File: src/rtl/imm_gen_pipe.sv
// Registered RV32I/RV64I immediate generator for the ID stage, with a valid/ready handshake
// and an optional one-entry skid buffer behind the main output register.
module imm_gen_pipe #(
    parameter int unsigned XLEN    = 32,
    parameter bit          SKID_EN = 1'b1
) (
    input  logic            clk_i,
    input  logic            rst_i,
    input  logic            flush_i,
    input  logic [31:0]     inst_i,
    input  logic            valid_i,
    output logic            ready_o,
    output logic [XLEN-1:0] imm_o,
    output logic [2:0]      fmt_o,
    output logic            illegal_o,
    output logic            valid_o,
    input  logic            ready_i
);

    localparam logic [2:0] FmtR   = 3'd0;
    localparam logic [2:0] FmtI   = 3'd1;
    localparam logic [2:0] FmtS   = 3'd2;
    localparam logic [2:0] FmtB   = 3'd3;
    localparam logic [2:0] FmtU   = 3'd4;
    localparam logic [2:0] FmtJ   = 3'd5;
    localparam logic [2:0] FmtSh  = 3'd6;
    localparam logic [2:0] FmtIll = 3'd7;

    typedef enum logic [1:0] {StEmpty, StOne, StTwo} state_e;

    state_e state, state_next;

    logic            skid_valid;
    logic            accept, drain, load_main, load_skid;
    logic [XLEN-1:0] dec_imm;
    logic [2:0]      dec_fmt;
    logic signed [31:0] imm32;
    logic [5:0]      shamt;
    logic [XLEN-1:0] skid_imm;
    logic [2:0]      skid_fmt;

    // Immediate decode: every format is sign-extended to 32 bits first, then to XLEN.
    always_comb begin
        imm32   = '0;
        dec_fmt = FmtIll;
        dec_imm = '0;
        shamt   = {(XLEN == 64) & inst_i[25], inst_i[24:20]};
        case (inst_i[6:0])
            7'b0010011: begin
                if (inst_i[13:12] == 2'b01) begin
                    dec_fmt = FmtSh;
                end else begin
                    dec_fmt = FmtI;
                    imm32   = 32'($signed(inst_i[31:20]));
                end
            end
            7'b0000011, 7'b1100111: begin
                dec_fmt = FmtI;
                imm32   = 32'($signed(inst_i[31:20]));
            end
            7'b0100011: begin
                dec_fmt = FmtS;
                imm32   = 32'($signed({inst_i[31:25], inst_i[11:7]}));
            end
            7'b1100011: begin
                dec_fmt = FmtB;
                imm32   = 32'($signed({inst_i[31], inst_i[7], inst_i[30:25], inst_i[11:8], 1'b0}));
            end
            7'b0110111, 7'b0010111: begin
                dec_fmt = FmtU;
                imm32   = {inst_i[31:12], 12'b0};
            end
            7'b1101111: begin
                dec_fmt = FmtJ;
                imm32   = 32'($signed({inst_i[31], inst_i[19:12], inst_i[20], inst_i[30:21],
                                       1'b0}));
            end
            7'b0110011: dec_fmt = FmtR;
            default:    dec_fmt = FmtIll;
        endcase
        if (dec_fmt == FmtSh) begin
            dec_imm = XLEN'(shamt);
        end else begin
            dec_imm = XLEN'(imm32);
        end
    end

    always_ff @(posedge clk_i) begin
        if (rst_i) begin
            state <= StEmpty;
        end else begin
            state <= state_next;
        end
    end

    always_comb begin
        state_next = state;
        if (flush_i) begin
            state_next = StEmpty;
        end else begin
            unique case (state)
                StEmpty: if (accept) state_next = StOne;
                StOne: begin
                    if (accept && !drain && SKID_EN) begin
                        state_next = StTwo;
                    end else if (!accept && drain) begin
                        state_next = StEmpty;
                    end
                end
                StTwo:   if (drain) state_next = StOne;
                default: state_next = StEmpty;
            endcase
        end
    end

    // Ready is held low for the whole reset cycle so nothing is offered into a clearing pipe.
    always_comb begin
        valid_o    = (state != StEmpty);
        skid_valid = (state == StTwo);
        if (SKID_EN) begin
            ready_o = !rst_i && !skid_valid;
        end else begin
            ready_o = !rst_i && (!valid_o || ready_i);
        end
    end

    assign accept    = valid_i && ready_o && !flush_i;
    assign drain     = valid_o && ready_i;
    assign load_main = !flush_i && ((skid_valid && drain) || (accept && (!valid_o || drain)));
    assign load_skid = !flush_i && accept && valid_o && !drain && SKID_EN;

    always_ff @(posedge clk_i) begin
        if (rst_i) begin
            imm_o     <= '0;
            fmt_o     <= FmtR;
            illegal_o <= 1'b0;
            skid_imm  <= '0;
            skid_fmt  <= FmtR;
        end else begin
            if (load_main) begin
                if (skid_valid) begin
                    imm_o     <= skid_imm;
                    fmt_o     <= skid_fmt;
                    illegal_o <= (skid_fmt == FmtIll);
                end else begin
                    imm_o     <= dec_imm;
                    fmt_o     <= dec_fmt;
                    illegal_o <= (dec_fmt == FmtIll);
                end
            end
            if (load_skid) begin
                skid_imm <= dec_imm;
                skid_fmt <= dec_fmt;
            end
        end
    end

endmodule
File: config.mk
export PLATFORM = sky130hd
export DESIGN_NAME = imm_gen_pipe
export DESIGN_NICKNAME = d
export VERILOG_FILES = /design/src/rtl/imm_gen_pipe.sv
export SDC_FILE = /design/constraint.sdc
export NUM_CORES = 1
export LEC_CHECK = 0
export ABC_AREA = 1
export BUFFER_PORTS_ARGS = -buffer_cell sky130_fd_sc_hd__buf_2
export CORE_MARGIN = 2
export CORE_UTILIZATION = 35
export CTS_CLUSTER_SIZE = 25
export DETAILED_ROUTE_END_ITERATION = 10
export MAX_ROUTING_LAYER = met4
export PLACE_DENSITY = 0.64
export SLEW_MARGIN = 10
export SYNTH_ARGS = -nofsm -noshare
export SYNTH_HDL_FRONTEND = slang
export SYNTH_SLANG_ARGS = --single-unit
File: constraint.sdc
create_clock -name clk_i -period 2.9 [get_ports clk_i]
set_input_delay 0 -clock clk_i [delete_from_list [all_inputs] [get_ports clk_i]]
set_output_delay 0 -clock clk_i [all_outputs]
set_load 0.02 [all_outputs]
# == Word-level counts from Yosys, hierarchy flattened ==
# Index checks and enable logic that the tools add are counted.
# totals
regBits,73
# op_classes
n_eq_ne,18
mux,13
reduce_logical,26
# op_table
op,n
$pmux W32 S6,1
$mux W32,3
$eq A7 B6 Y1 const B,3
$eq A7 B7 Y1 const B,3
$pmux W3 S7,1
$eq A7 B5 Y1 const B,2
$logic_and A1 B1 Y1,12
$eq A3 B3 Y1 const B,3
$mux W2,4
$eq A7 B2 Y1 const B,1
$logic_not A1 Y1,6
$mux W3,2
$pmux W2 S3,1
$reduce_or A2 Y1,3
$eq A2 B1 Y1 const B,2
$ne A3 B3 Y1 const B,1
$reduce_and A3 Y1,1
$eq A2 B2 Y1 const B,1
$logic_not A2 Y1,1
$logic_or A1 B1 Y1,2
$ne A2 B1 Y1 const B,1
$ne A2 B2 Y1 const B,1
$reduce_bool A2 Y1,1
$mux W1,1

# == Depth between registers and ports, before layout ==
# depth
word_depth,10
ltp_mapped,12
mapped_depth_nobuf,12

# == Worst setup path after synthesis ==
# Ideal clock, no wire load.
# synth_timing
kind,register to register
from,register state[0]
to,register state[0]
t_arrival_ns,1.469
required_ns,2.836
path_slack_ns,1.367
stages_incl_launch_ff,9
n_path_buf,0
path_cell_list,dfxtp_1 > nor2_1 > inv_1 > nand2_1 > ha_1 > nand3_1 > o21ai_0 > o31a_1 > nor2_1
# synth_lines
item,line_no,text
start: declaration,31,"state_e state, state_next;"
start signal: assignment,90,state <= StEmpty;
start signal: assignment,92,state <= state_next;
$reduce_bool A2 Y1 *,118,valid_o = (state != StEmpty);
via valid_o,16,"output logic valid_o,"
$logic_and A1 B1 Y1 *,128,assign drain = valid_o && ready_i;
$logic_not A1 Y1,104,if (accept && !drain && SKID_EN) begin
$logic_and A1 B1 Y1,104,
$ne A3 B3 Y1 (no source line) or $mux W2 (tied branches),--,
$reduce_and A3 Y1 (no source line) or $pmux W2 S3 (tied branches),--,
# The timed path passes the listed nets; every way through them passes the cells marked *.
# A chain may end at the register's enable or synchronous reset.

# == Final worst setup path ==
# layout_timing
from,input port rst_i
to,register skid_imm[4]
# layout_via
elab_chain_len,7
# layout_rtl
item,line_no,text
start: declaration,8,"input logic rst_i,"
$logic_not A1 Y1,--,
$logic_and A1 B1 Y1,121,ready_o = !rst_i && !skid_valid;
$logic_and A1 B1 Y1 (2 in a row),127,assign accept = valid_i && ready_o && !flush_i;
$logic_and A1 B1 Y1 (3 in a row),130,assign load_skid = !flush_i && accept && valid_o && !drain && SKID_EN;
end signal: assignment,152,skid_imm <= dec_imm;
end: declaration,39,logic [XLEN-1:0] skid_imm;
# Several ways; a longest one is shown, not always the timed one.

==> results.tsv <==
stage	metric	value	unit
logic_synthesis	synth warn	0	
floorplanning	Die Y	111	um
critical_path	WS Path Type	in2reg	
routing	average wire per standard cell	13.5	um
clock_network	# H-tree levels	3	
floorplanning	Site Rows	38	
sta	endpoints failing setup	0	
sta	Slew headroom	42.8	%
logic_synthesis	Synth Register Bits	73	
logic_synthesis	ys async rst share	0	%
global_route	vias in the first global route	3707	
logic_synthesis	Syn Std Cell Area	3990	um2
sta	fin crit period	2.35	ns
sta	Setup Skew	0.00411	ns
sta	RSZ-0062 raised after global routing	false	
global_route	gr usage total	17.8	%
critical_path	worst setup path startpoint	rst_i	
floorplanning	IO Pins	75	
global_route	largest net degree at the start of global routing	51	
sta	Fin. Hold Viols	0	
run_status	status	completed	
clock_network	cts bufs inserted	9	
finish	antenna fix cells	0	
routing	DR pass1 iterations	5	
routing	residual DRC count	0	
clock_network	post-cts resize count	0	
sta	Max Clk Rate	426	MHz
placement	Final Wtd Congestion	0.829	
floorplanning	Initial Util	36.3	%
clock_network	Max Buffers Root-to-Sink	2	
critical_path	Startpoint Class	primary input	
logic_synthesis	EDFF count, synth	0	
routing	wirelength, routed	10400	um
logic_synthesis	Seq/Total Area, Yosys	36.6	%
critical_path	WP data required	3.12	ns
sta	TNS Setup	0	ns
logic_synthesis	Syn Nets	595	
critical_path	Worst Path Max Fanout	50	
min_path	hold path startpoint	inst_i[15]	
logic_synthesis	Post-Syn Instances	557	
logic_synthesis	Yosys cell types	36	
finish	area growth from synthesis to layout	20.5	%
critical_path	crit end category	register	
global_route	first-pass GRT wire length	17500	um
routing	initial drt markers	271	
global_route	initial antenna violation count	0	
power	Peak VDD IR	226	uV
clock_network	Reg clk slew, reported paths	0.06	ns
clock_network	worst skew pair latency	0.33	ns
min_path	Hold Path Class	in2reg	
clock_network	postcts setup bufs	0	
placement	I/O Buffers	74	
floorplanning	Die Area	12300	um2
routing	post-route ant nets	0	
logic_synthesis	Top FF cell, synth	dfxtp_1	
routing	DR vias	3836	
clock_network	clock root buffer	clkbuf_16	
clock_network	clock sinks	73	
floorplanning	core area	11000	um2
critical_path	reg2reg start	state[0]	
routing	routed vias/inst	5.01	
global_route	GRT overflow	0	
finish	layout cell share with drive strength beyond 1	26.5	%
critical_path	reg-to-reg slack, setup	0.57	ns
floorplanning	die width	111	um
sta	final worst path period share	80.9	%
logic_synthesis	Avg Inst Size Synth	7.16	um2
power	P_leak	2.45	nW
clock_network	CTS tree	built	
finish	fin nets	659	
placement	post-detail-place hpwl	7090	um
sta	worst hold slack	0.00520	ns
power	pwr dens	495	nW/um2
job	Max Cap Violations	0	
sta	worst-margin pin slew	0.858	ns
critical_path	Crit path arrival time	2.57	ns
sta	Final Slew Violations	0	
repair_timing:
action / in CTS / in global routing
hold buffers: 9 / 0
endpoints found under the hold margin: 8 / 0
setup endpoints to repair: 0 / 0
cells by family (layout without fill, tap and decap cells):
| family | after synthesis | after routing | share of synthesized area, % |
|---|---|---|---|
| simple gates | 248 | 248 | 31.3 |
| compound gates | 135 | 135 | 20.8 |
| buf+inv | 100 | 169 | 10.9 |
| flops | 73 | 73 | 36.6 |
| fa+ha+maj | 1 | 1 | 0.314 |
sequential cells by signal, summed over array words and instances (netlist names):
signal	flops
skid_imm	32
skid_fmt	3
state	2
imm_o	32
illegal_o	1
fmt_o	3
where the power goes:
| part | internal, W | total [W] | switching, W |
|---|---|---|---|
| Combinational | 0.0000554 | 0.000159 | 0.000104 |
| Clock | 0.000784 | 0.00121 | 0.000423 |
| Sequential | 0.00101 | 0.00101 | 0.00000343 |
| Total | 0.00185 | 0.00238 | 0.000530 |
cell usage after synthesis (5+ instances only):
master / count / area, um2
a21o_1: 6 / 45.0
a21oi_1: 44 / 220
a21oi_2: 15 / 131
buf_2: 14 / 70.1
clkbuf_1: 11 / 41.3
dfxtp_1: 73 / 1460
inv_1: 56 / 210
inv_2: 8 / 30.0
nand2_1: 102 / 383
nand2_2: 12 / 75.1
nand2_4: 5 / 56.3
nand3_1: 27 / 135
nand3_2: 10 / 100
nor2_1: 65 / 244
nor3_2: 11 / 110
o211ai_1: 15 / 113
o21ai_0: 34 / 170
o21ai_1: 11 / 55.1
cell type report:
cell class              instances  area [um2]
inverters                      66         250
well taps                     140         175
clock buffers                  15         298
repair buffers                 87         503
flip-flops and latches         73        1460
multi-input cells             384        2090
fillers                      1095        6170
clock inverters                 1        30.0
routing by layer:
layer	part of all wire [%]	global-route usage [%]	vias up	routed length [um]
met5	0	-	-	0
met2	45	27.0	115	4660
met3	5.9	3.34	16	611
met4	1.9	6.42	0	201
met1	47	23.6	1761	4880
li1	-	-	1944	-
path summary, 6_finish.rpt:
kind	to	cells after the start
hold / removal	skid_imm[15]	5
setup reg to reg	skid_imm[4]	7
setup / recovery	skid_imm[4]	10
hold reg to reg	imm_o[18]	2
cell usage in the layout, fill, tap and decap left out, drive strengths merged, types with 15 or more instances in the layout:
| master | instances |
|---|---|
| inv | 65 |
| dfxtp | 73 |
| buf | 78 |
| clkbuf | 15 |
| a21oi | 60 |
| nand3 | 38 |
| nand2 | 119 |
| o21ai | 46 |
| o211ai | 15 |
| nor2 | 73 |
worst max-delay path, stage by stage:
cell and delay, ns:
dlygate4sd3_1 0.54, buf_2 0.13, nor2_1 0.10, nand2_1 0.11, nor2_2 0.15, nand2_1 0.40, inv_2 0.75, nand4_1 0.19
o211ai_1 0.14, inv_1 0.06
through the flow:
step | instances | total power (W) | area [um2] | utilization (%) | setup slack (ns)
after floorplan | 557 | 0.00112 | 3990 | - | 1.37
after global placement | 741 | 0.00118 | 4390 | 40.0 | 0.766
after detailed placement | 741 | 0.00118 | 4390 | 40.0 | 0.597
after CTS | 766 | 0.00239 | 4810 | 43.8 | 0.580
after global routing | 766 | 0.00245 | 4810 | 43.8 | 0.302
final | 766 | 0.00238 | 4810 | 43.8 | 0.553
(Power assumes the default switching activity.)
